$ cat config.mk
export PLATFORM = sky130hd
export DESIGN_NAME = branch_predictor_gshare
export DESIGN_NICKNAME = d
export VERILOG_FILES = /design/src/rtl/branch_predictor_gshare.sv
export SDC_FILE = /design/constraint.sdc
export NUM_CORES = 2
export LEC_CHECK = 0
export CORE_MARGIN = 2
export CORE_UTILIZATION = 45
export CTS_BUF_LIST = sky130_fd_sc_hd__clkbuf_16
export CTS_CLUSTER_SIZE = 30
export DETAILED_ROUTE_END_ITERATION = 6
export GPL_ROUTABILITY_DRIVEN = 0
export PLACE_DENSITY = 0.72
export RECOVER_POWER = 25
export SETUP_SLACK_MARGIN = 0.15
export SYNTH_ARGS = -nofsm -noshare
export SYNTH_HDL_FRONTEND = slang
export SYNTH_SLANG_ARGS = --single-unit
export TNS_END_PERCENT = 50
$ cat constraint.sdc
create_clock -name clk_in -period 7.2 [get_ports clk_in]
set_input_delay 1.44 -clock clk_in [delete_from_list [all_inputs] [get_ports clk_in]]
set_output_delay 1.44 -clock clk_in [all_outputs]
set_load 0.01 [all_outputs]
$ cat src/rtl/branch_predictor_gshare.sv
// rtl/branch_predictor_gshare.sv - gshare/bimodal branch predictor with BTB and commit-time training
//
// Ports:
//   clk_in, rst_in       clock; synchronous active-high reset
//   rdy_in               pause; when low every register holds
//   query_valid/pc       lookup request; prediction appears one cycle later
//   flush                drop the lookup issued this cycle
//   pred_valid/taken/target  registered prediction
//   commit_*             retired-branch training port
//   stat_branches/mispredicts  committed branch / misprediction counters
module branch_predictor_gshare #(
  parameter int IDX_BITS  = 6,
  parameter int HIST_BITS = 4,
  parameter int TAG_BITS  = 8,
  parameter int MODE      = 1
) (
  input  logic        clk_in,
  input  logic        rst_in,
  input  logic        rdy_in,
  input  logic        query_valid,
  input  logic [31:0] query_pc,
  input  logic        flush,
  output logic        pred_valid,
  output logic        pred_taken,
  output logic [31:0] pred_target,
  input  logic        commit_valid,
  input  logic        commit_is_branch,
  input  logic [31:0] commit_pc,
  input  logic        commit_taken,
  input  logic [31:0] commit_target,
  input  logic        commit_mispredict,
  output logic [31:0] stat_branches,
  output logic [31:0] stat_mispredicts
);

  localparam int ENTRIES = 1 << IDX_BITS;

  logic [1:0]          pht        [ENTRIES];
  logic                btb_valid  [ENTRIES];
  logic [TAG_BITS-1:0] btb_tag    [ENTRIES];
  logic [31:0]         btb_target [ENTRIES];
  logic [HIST_BITS-1:0] ghr;
  logic [31:0]         stat_br_q;
  logic [31:0]         stat_mis_q;

  logic [IDX_BITS-1:0] ghr_ext;
  logic [IDX_BITS-1:0] q_ib;
  logic [IDX_BITS-1:0] q_pht_idx;
  logic [TAG_BITS-1:0] q_tag;
  logic                q_hit;
  logic                q_taken;
  logic [31:0]         q_target;
  logic                q_issue;

  logic [IDX_BITS-1:0] c_ib;
  logic [IDX_BITS-1:0] c_pht_idx;
  logic [TAG_BITS-1:0] c_tag;
  logic                upd;
  logic                unused_commit_pc;

  // Only the index/tag slice of commit_pc is meaningful here.
  assign unused_commit_pc = ^commit_pc;

  assign ghr_ext = IDX_BITS'(ghr);

  assign q_ib      = query_pc[IDX_BITS+1:2];
  assign q_tag     = query_pc[TAG_BITS+IDX_BITS+1:IDX_BITS+2];
  assign q_pht_idx = (MODE == 0) ? q_ib : (q_ib ^ ghr_ext);

  assign c_ib      = commit_pc[IDX_BITS+1:2];
  assign c_tag     = commit_pc[TAG_BITS+IDX_BITS+1:IDX_BITS+2];
  assign c_pht_idx = (MODE == 0) ? c_ib : (c_ib ^ ghr_ext);

  // Lookup reads array contents as they stand before this edge's update,
  // which gives read-before-write when query and commit hit the same entry.
  assign q_hit    = btb_valid[q_ib] && (btb_tag[q_ib] == q_tag);
  assign q_taken  = q_hit && pht[q_pht_idx][1];
  assign q_target = q_taken ? btb_target[q_ib] : (query_pc + 32'd4);
  assign q_issue  = query_valid && !flush;

  assign upd = commit_valid && commit_is_branch && rdy_in;

  assign stat_branches    = stat_br_q;
  assign stat_mispredicts = stat_mis_q;

  function automatic logic [1:0] next_ctr(input logic [1:0] ctr, input logic taken);
    logic [1:0] n;
    n = ctr;
    if (taken && ctr != 2'b11) n = ctr + 2'b01;
    else if (!taken && ctr != 2'b00) n = ctr - 2'b01;
    return n;
  endfunction

  always_ff @(posedge clk_in) begin
    if (rst_in) begin
      for (int i = 0; i < ENTRIES; i++) begin
        pht[i]        <= 2'b01;
        btb_valid[i]  <= 1'b0;
        btb_tag[i]    <= '0;
        btb_target[i] <= '0;
      end
      ghr         <= '0;
      pred_valid  <= 1'b0;
      pred_taken  <= 1'b0;
      pred_target <= '0;
      stat_br_q   <= '0;
      stat_mis_q  <= '0;
    end else if (rdy_in) begin
      pred_valid <= q_issue;
      // Taken/target keep their last value while no prediction is issued.
      if (q_issue) begin
        pred_taken  <= q_taken;
        pred_target <= q_target;
      end

      if (upd) begin
        pht[c_pht_idx] <= next_ctr(pht[c_pht_idx], commit_taken);
        if (commit_taken) begin
          btb_valid[c_ib]  <= 1'b1;
          btb_tag[c_ib]    <= c_tag;
          btb_target[c_ib] <= commit_target;
        end
        // Truncating cast drops the oldest bit, so this also works for HIST_BITS == 1.
        ghr       <= HIST_BITS'({ghr, commit_taken});
        stat_br_q <= stat_br_q + 32'd1;
        if (commit_mispredict) stat_mis_q <= stat_mis_q + 32'd1;
      end
    end
  end

endmodule

==> impl_metrics.yaml <==
floorplan:
  coreArea_um2: 288000
  die_area_um2: 294000
  die_w_um: 542
  fp.dieH_um: 542
  start_util_pct: 45.2
  std_cell_rows: 197
  ios: 203
drt:
  drt-met1-wl_um: 136000
  drc: 6
  met2WireLength_um: 183000
  first_pass_iters: 7
  drt_iter0_markers: 11400
  via_count: 76300
  vias_per_cell: 6.16
  ant_nets: 0
  top_layer_used: "met5"
  routed_wl_um: 396000
  wire_per_inst_um: 32.0
  dr_wl_met3_um: 50800
worst_setup_path:
  crit_chain: "dlygate4sd3_1 -> nand3_1 -> clkbuf_1 -> nor2_1 -> and3_1 -> nand2_1 -> o21ai_0 -> clkbuf_1"
  cp_max_fo: 39
  slowest_delay_ns: 2.41
  end_kind: "register"
  cp_slowest_cell: "clkbuf_1"
  worstPathArrival_ns: 6.88
  critical_path_required_ns: 7.55
  cp-start-kind: "input port"
  path_class: "input port to register"
  cpMostUsedCell: "clkbuf_1"
  rrSetupSlack_ns: 2.37
global_route:
  antenna_found_initial: 57
  grt_usage_pct: 26.8
  grt_pass1_wl_um: 560000
  grt_max_degree: 109
  grt_pass1_vias: 76300
  gr-total-overflow: 0
synth:
  synth_common_cells: "edfxtp_1 (2688), and2_1 (2568), mux4_2 (812)"
  syn-cell-area_um2: 130000
  ys_ff_latch: 2854
  synth_edf_count: 2688
  synth_top_area_share_pct: 62.0
  synth-warning-count: 0
  synth_fp_nets: 8535
  postSynthAreaPerCell_um2: 15.5
  async_flop_share_pct: 0
  ys_seq_area_share_pct: 64.6
  ys_types: 63
  synthTopCellsByArea: "edfxtp_1 (62%), mux4_2 (14%), and2_1 (12%)"
  synth_most_common_cell: "edfxtp_1"
  syn_inst: 8425
  synth.largest_area_cell: "edfxtp_1"
  synthFlopType: "edfxtp_1"
timing:
  worstMarginPinSlew_ns: 3.77
  rsz0062_at_grt: "false"
  max_freq_mhz: 153
  post-route-min-period_ns: 6.53
  hold_viol: 0
  fin_crit_sh_pct: 90.7
  slew_headroom_pct: -154
  slew_viol_final: 1668
  final.setup.tns_ns: 0
  setup_viol: 0
  skew_ns: 0.0906
job:
  maxCapViolCount: 69
cts:
  clk_latency_ns: 0.90
  cts_resized: 0
  clock-sinks: 2854
  htreeDepth: 5
  post_cts_buffers: 0
  cts_tree: "yes"
  cts_buffers: 304
  path_clk_slew_ns: 0.06
  hold_buffers: 0
  cts_max_path_buffers: 4
  cts_root_buffer: "clkbuf_16"
final_layout:
  fin_nets: 8441
  post-route-util_pct: 50.5
  drive_gt1_share_pct: 19.1
  area_growth_pct: 11.7
  fillerInstances: 23300
hold_path:
  min_path_type: "register to register"
placed_design:
  port_buffers: 184
  dpl.hpwl_um: 234000
power:
  p_leak_nw: 49.6
  power.density_nw_per_um2: 257
  ir_worst_vdd_mv: 0.206
run_status:
  violations: "DRC, capacitance limit, slew limit"
  outcome: "complete, but fails checks"
==> cells by family after synthesis <==
| family | after synthesis | synth area share (%) |
|---|---|---|
| simple gates | 3219 | 14.7 |
| buf+inv | 891 | 2.97 |
| xor+xnor | 103 | 0.710 |
| fa+ha+maj | 5 | 0.0481 |
| compound gates | 463 | 2.30 |
| flops | 2854 | 64.6 |
| mux | 890 | 14.7 |
==> placed cells by master, fill, tap and decap left out, types with 67 or more instances in the layout <==
cell type,netlist,routed
clkbuf_16,0,313
nor2_1,176,154
and2_0,0,401
edfxtp_1,2688,2688
o21ai_0,160,122
mux4_2,812,812
dlygate4sd3_1,0,100
buf_4,61,232
nand4_1,67,67
inv_1,9,81
nand2_1,138,138
nor3_1,74,74
dfxtp_1,166,166
and2_1,2568,2167
o22ai_1,69,69
nand3_1,106,105
==> critical path: cells and delay by family <==
family	cells	cell delay, ns
compound gates	1	0.53
buf+inv	3	3.39
simple gates	4	1.44
==> metrics by stage <==
step | cells | setup WS [ns] | hold WS (ns) | cell area (µm²) | total power [W]
global route | 12400 | 0.749 | 0.460 | 145000 | 0.0382
CTS | 12400 | 1.68 | 0.450 | 146000 | 0.0374
floorplan | 8425 | 1.36 | 0.421 | 130000 | 0.0211
detailed placement | 11800 | 0.763 | 0.436 | 137000 | 0.0224
global placement | 11800 | 0.960 | 0.427 | 137000 | 0.0223
finish | 12400 | 0.668 | 0.451 | 145000 | 0.0374
==> state kept, by name, indices dropped and copies added (netlist names) <==
| name | flops |
|---|---|
| pht | 128 |
| stat_branches | 32 |
| btb_valid | 64 |
| stat_mispredicts | 32 |
| pred_valid | 1 |
| btb_target | 2048 |
| pred_target | 32 |
| btb_tag | 512 |
| pred_taken | 1 |
| ghr | 4 |
==> worst paths after layout <==
| check | startpoint | to | cells past startpoint |
|---|---|---|---|
| setup reg to reg | ghr[0]$_SDFFE_PP0P_ | pht[0][0]$_SDFFCE_PN1P_ | 14 |
| hold / removal | btb_valid[54]$_DFF_P_ | btb_valid[54]$_DFF_P_ | 1 |
| hold reg to reg | btb_valid[54]$_DFF_P_ | btb_valid[54]$_DFF_P_ | 1 |
| setup / recovery | rdy_in | btb_target[27][24]$_SDFFCE_PN0P_ | 8 |
==> layer usage <==
layer  GRT usage, %  vias up
li1               -    31000
met1           33.6    39300
met2           42.3     4978
met3           7.25      948
met4           14.7       32
met5              0        -
==> power breakdown <==
part,total [W],leakage [nW],internal [W],switching [W]
Sequential,0.0191,26.8,0.0189,0.000222
Clock,0.0152,4.96,0.00867,0.00655
Combinational,0.00306,17.9,0.00107,0.00200
Total,0.0374,49.6,0.0286,0.00876
==> cell type report <==
type                            count  area (µm²)  share of cell area (%)
Multi-Input combinational cell   4680       42900                    29.5
Clock inverter                    231        1690                    1.16
Tap cell                         3781        4730                    3.25
Inverter                           11        56.3                  0.0387
Sequential cell                  2854       84000                    57.8
Clock buffer                      313        7830                    5.39
Antenna cell                       23        57.6                  0.0396
Timing Repair Buffer              480        4110                    2.83
Note: power is estimated with default switching activity, not from simulation.
